[src/rtl/uart_rx_8n1.sv]
// uart_rx_8n1: 8N1 serial receiver clocked straight off the system clock, mid-bit sampling, start-glitch and stop-bit checks.
// Latency: byte/error pulse one cycle after the stop-bit decision at t0+HALF+9*CLKS_PER_BIT (+1 with majority voting).
// Backpressure: none; rx_data holds until the next good byte, pulses are single-cycle and must be consumed on sight.
// Optional build macro UART_RX_MAJORITY_EN: 2-of-3 vote over centre-1/centre/centre+1 samples, decided at centre+1.
module uart_rx_8n1 #(
    parameter int CLKS_PER_BIT = 1250
) (
    input  logic       clk,
    input  logic       rst_n,
    input  logic       rx,
    output logic [7:0] rx_data,
    output logic       rx_valid,
    output logic       rx_frame_err,
    output logic       rx_busy
);

    localparam int CW   = (CLKS_PER_BIT > 1) ? $clog2(CLKS_PER_BIT) : 1;
    localparam int HALF = CLKS_PER_BIT / 2;

    // The counter is cleared on the edge that enters START, so the edge at
    // t0+k sees clk_cnt == k-1. The vote needs one extra clock to see centre+1.
`ifdef UART_RX_MAJORITY_EN
    localparam logic [CW-1:0] START_PT = CW'(HALF);
`else
    localparam logic [CW-1:0] START_PT = CW'(HALF - 1);
`endif
    localparam logic [CW-1:0] BIT_LAST = CW'(CLKS_PER_BIT - 1);

    typedef enum logic [2:0] {
        IDLE      = 3'd0,
        START     = 3'd1,
        DATA      = 3'd2,
        STOP      = 3'd3,
        WAIT_IDLE = 3'd4
    } state_t;

    state_t          state_q, state_d;
    logic [CW-1:0]   clk_cnt_q, clk_cnt_d;
    logic [3:0]      bit_cnt_q, bit_cnt_d;
    logic [7:0]      shreg_q, shreg_d;
    logic [7:0]      rx_data_q, rx_data_d;
    logic            rx_valid_q, rx_valid_d;
    logic            rx_frame_err_q, rx_frame_err_d;
    logic [1:0]      sync_q;
    logic            rx_s;
    logic            smp;

    // Two-flop synchronizer; resets to the idle (high) line level
    always_ff @(posedge clk or negedge rst_n) begin
        if (!rst_n) begin
            sync_q <= 2'b11;
        end else begin
            sync_q <= {sync_q[0], rx};
        end
    end

    assign rx_s = sync_q[1];

`ifdef UART_RX_MAJORITY_EN
    logic [1:0] hist_q;

    // Keep the two previous synchronized samples for the 2-of-3 vote
    always_ff @(posedge clk or negedge rst_n) begin
        if (!rst_n) begin
            hist_q <= 2'b11;
        end else begin
            hist_q <= {hist_q[0], rx_s};
        end
    end

    // hist_q[1] = centre-1, hist_q[0] = centre, rx_s = centre+1
    assign smp = (rx_s & hist_q[0]) | (rx_s & hist_q[1]) | (hist_q[0] & hist_q[1]);
`else
    assign smp = rx_s;
`endif

    // Receiver state, counters and registered outputs
    always_ff @(posedge clk or negedge rst_n) begin
        if (!rst_n) begin
            state_q        <= IDLE;
            clk_cnt_q      <= '0;
            bit_cnt_q      <= '0;
            shreg_q        <= '0;
            rx_data_q      <= '0;
            rx_valid_q     <= 1'b0;
            rx_frame_err_q <= 1'b0;
        end else begin
            state_q        <= state_d;
            clk_cnt_q      <= clk_cnt_d;
            bit_cnt_q      <= bit_cnt_d;
            shreg_q        <= shreg_d;
            rx_data_q      <= rx_data_d;
            rx_valid_q     <= rx_valid_d;
            rx_frame_err_q <= rx_frame_err_d;
        end
    end

    // Next-state: start detect, glitch reject, bit sampling, stop framing
    always_comb begin
        state_d        = state_q;
        clk_cnt_d      = clk_cnt_q;
        bit_cnt_d      = bit_cnt_q;
        shreg_d        = shreg_q;
        rx_data_d      = rx_data_q;
        rx_valid_d     = 1'b0;
        rx_frame_err_d = 1'b0;

        unique case (state_q)
            IDLE: begin
                if (!rx_s) begin
                    state_d   = START;
                    clk_cnt_d = '0;
                    bit_cnt_d = '0;
                end
            end
            START: begin
                if (clk_cnt_q == START_PT) begin
                    clk_cnt_d = '0;
                    // A line back high at mid start bit is noise, not a frame
                    state_d   = smp ? IDLE : DATA;
                end else begin
                    clk_cnt_d = clk_cnt_q + 1'b1;
                end
            end
            DATA: begin
                if (clk_cnt_q == BIT_LAST) begin
                    clk_cnt_d = '0;
                    shreg_d   = {smp, shreg_q[7:1]};
                    bit_cnt_d = bit_cnt_q + 4'd1;
                    if (bit_cnt_q == 4'd7) begin
                        state_d = STOP;
                    end
                end else begin
                    clk_cnt_d = clk_cnt_q + 1'b1;
                end
            end
            STOP: begin
                if (clk_cnt_q == BIT_LAST) begin
                    clk_cnt_d = '0;
                    if (smp) begin
                        // Returning to IDLE at stop centre catches a back-to-back start edge
                        rx_data_d  = shreg_q;
                        rx_valid_d = 1'b1;
                        state_d    = IDLE;
                    end else begin
                        rx_frame_err_d = 1'b1;
                        state_d        = WAIT_IDLE;
                    end
                end else begin
                    clk_cnt_d = clk_cnt_q + 1'b1;
                end
            end
            WAIT_IDLE: begin
                // Hold off until the line idles so a break reports one error only
                if (rx_s) begin
                    state_d = IDLE;
                end
            end
            default: begin
                state_d = IDLE;
            end
        endcase
    end

    assign rx_data      = rx_data_q;
    assign rx_valid     = rx_valid_q;
    assign rx_frame_err = rx_frame_err_q;
    assign rx_busy      = (state_q != IDLE);

endmodule

[config.mk]
export PLATFORM = sky130hd
export DESIGN_NAME = uart_rx_8n1
export DESIGN_NICKNAME = d
export VERILOG_FILES = /design/src/rtl/uart_rx_8n1.sv
export SDC_FILE = /design/constraint.sdc
export NUM_CORES = 1
export LEC_CHECK = 0
export ABC_CLOCK_PERIOD_IN_PS = 4300
export CAP_MARGIN = 10
export CORE_AREA = 2 2 63 65
export DETAILED_ROUTE_END_ITERATION = 7
export DIE_AREA = 0 0 65 67
export GPL_ROUTABILITY_DRIVEN = 1
export PLACE_DENSITY = 0.77
export SYNTH_ARGS = -nofsm -noshare
export SYNTH_HDL_FRONTEND = slang
export SYNTH_SLANG_ARGS = --single-unit
[constraint.sdc]
create_clock -name clk -period 4.3 [get_ports clk]
set_input_delay 1.29 -clock clk [delete_from_list [all_inputs] [get_ports clk]]
set_output_delay 1.29 -clock clk [all_outputs]
set_load 0.1 [all_outputs]
==> flow_summary.toml <==
[outcome]
status = "completed"

[floorplanning]
num_rows = 22
dieArea_um2 = 4360
fp.dieW_um = 65
start_util = 0.536
design.portCount = 14
die_h_um = 67
core_um2 = 3610

[placed_design]
hpwl_um = 2510
gp_congestion = 0.929
io_buffers = 13
post_dp_cell_area_um2 = 2070

[timing]
worst_pin_slew_ns = 0.975
min_period_over_period = 0.815
finalHoldViolations = 0
final-setup-viol-count = 0
final_max_slew_viol_count = 0
fin_tns_setup_ns = 0
finalCriticalPeriod_ns = 3.50
relSlewSlack = 0.348
fin_skew_ns = 0.00465
timing.fmax_mhz = 285
rsz0062_at_grt = "false"

[synth]
ys_ff_latch = 38
synth.most_common_cell = "dfrtp_1"
ys_seq_area_frac = 0.493
synth_top_cell_area_share = 0.466
ys_top_cells_by_count = "36 x dfrtp_1, 17 x mux2_2, 16 x nand2_1"
synth_top_area_cell = "dfrtp_1"
netlist_area_um2 = 1930
synth_edf_count = 0
yosysWarnings = 0
synthDistinctLibCells = 49
syn-num-nets = 183
syn_avg_cell_area_um2 = 11.0
synthFlopType = "dfrtp_1"
async_flop_share = 1.00
synthCells = 176
synth_area_leaders = "dfrtp_1 47%, mux2_2 9.9%, nand2_1 3.1%"

[worst_setup_path]
max_stage_delay_ns = 0.98
crit_family = "buffers and inverters"
crit_type = "reg -> out"
path_buf_inv = 1
critPathArrivalTime_ns = 2.21
worst-path-max-fanout = 11
crit_chain = "or3_1 > clkdlybuf4s50_1"
end_kind = "output port"
critPathSlowestCell = "clkdlybuf4s50_1"
worstPathRequired_ns = 3.01
startpoint_type = "flip-flop"

[clock_network]
cts_tree = "yes"
cts_max_level = 2
ctsResizeCount = 0
clkTransAtPathRegs_ns = 0.07
post_cts_buffers = 0
cts_root_buf = "clkbuf_8"
numClockSinks = 38
clock_latency_ns = 0.29
numCtsBuffers = 5
cts_buffer_depth = 2
ctsHoldBuffers = 0

[routing]
ant_nets = 0
post_drt_wl_per_cell_um = 14.9
drt-vias-per-instance = 5.85
routed_wl_um = 3560
first_pass_iters = 5
drt_iter0_drc = 148
num_vias = 1399
drc_errors = 0

[global_route]
antenna_found_initial = 0
grt_max_degree = 39
grt_pass1_vias = 1377
grt_overflow = 0
grt_use_total = 0.189
grt_first_pass_wirelength_um = 6190

[power]
p_leak_uw = 0.000982
ir_drop_v = 0.000220
powerDensity_nw_per_um2 = 334

[finish]
antenna_cells = 0
layout-drive-gt1-share = 0.199
finalInstanceArea_um2 = 2210
fill_cells = 289
num-nets-final = 197
syn2layout_area_growth_pct = 14.4

[worst_hold_path]
hp-class = "reg -> reg"

[flow_run]
cap_violations = 0
## where the power goes
part	internal (uW)	switching, uW
clock network	247	121
registers	359	1.14
logic	1.34	7.31
## layer usage
layer | track usage | routed length, um | up-vias
li1 | - | - | 671
met2 | 0.298 | 1720 | 34
met1 | 0.237 | 1610 | 684
met5 | 0 | 0 | -
met4 | 0.0984 | 99 | 0
met3 | 0.0507 | 134 | 10
## flip-flops by register name, indices dropped and copies added (netlist names)
name          count
rx_data           8
state_q           3
rx_frame_err      1
rx_valid          1
shreg_q           8
sync_q            2
clk_cnt_q        11
bit_cnt_q         4
## cells in the final DEF, fill, tap and decap left out, types with 2 or more instances in the layout
master / count
dfrtp_1: 36
mux2_2: 17
nand2_1: 16
nor2_1: 13
clkdlybuf4s50_1: 12
inv_1: 9
o21ai_0: 9
nand3_1: 6
o22ai_1: 6
clkbuf_8: 6
nor3_1: 5
a21oi_1: 4
ha_1: 4
or3_1: 3
nor2b_1: 3
o211ai_1: 3
nand4_1: 2
o21a_1: 2
a22oi_1: 2
bufinv_16: 2
dfstp_2: 2
## kinds of logic (layout without fill, tap and decap cells)
kind of cell               after synthesis  count (layout)  synth area share
AOI/OAI and AO/OA                       36              36             0.135
buffers and inverters                   15              30            0.0434
adders and majority gates                4               4            0.0259
and+or+nand+nor                         64              64             0.194
DFF                                     38              38             0.493
xor gates and xnor gates                 1               1           0.00453
muxes                                   18              18             0.104
## through the flow
stage | total power [uW] | setup WS (ns) | util | hold slack, ns | std cells
2_1_floorplan | 367 | 1.72 | - | 0.345 | 176
3_3_place_gp | 376 | 1.13 | 0.574 | 0.347 | 231
3_5_place_dp | 376 | 1.11 | 0.574 | 0.352 | 231
4_1_cts | 745 | 0.789 | 0.613 | 0.364 | 239
5_1_grt | 763 | 0.740 | 0.613 | 0.358 | 239
6_report | 738 | 0.796 | 0.613 | 0.361 | 239
## area by class of cell
type,instances,area (um2),area share
Tap cell,48,60.1,0.0272
Clock inverter,2,60.1,0.0272
Clock buffer,6,82.6,0.0374
Sequential cell,38,953,0.431
Inverter,9,33.8,0.0153
Timing Repair Buffer,13,125,0.0566
Multi-Input combinational cell,123,896,0.405
## worst paths after layout
path	end	slack, ns	start	cells past startpoint
min reg2reg	sync_q[1]$_DFF_PN1_	0.36	sync_q[0]$_DFF_PN1_	0
min	sync_q[1]$_DFF_PN1_	0.36	sync_q[0]$_DFF_PN1_	0
min in group asynchronous	clk_cnt_q[4]$_DFFE_PN0P_	1.10	rst_n	1
max reg2reg	clk_cnt_q[5]$_DFFE_PN0P_	1.85	clk_cnt_q[1]$_DFFE_PN0P_	6
max	rx_busy	0.80	state_q[2]$_DFFE_PN0P_	2
max in group asynchronous	rx_data[2]$_DFFE_PN0P_	2.67	rst_n	1
Note: power is estimated with default switching activity, not from simulation.
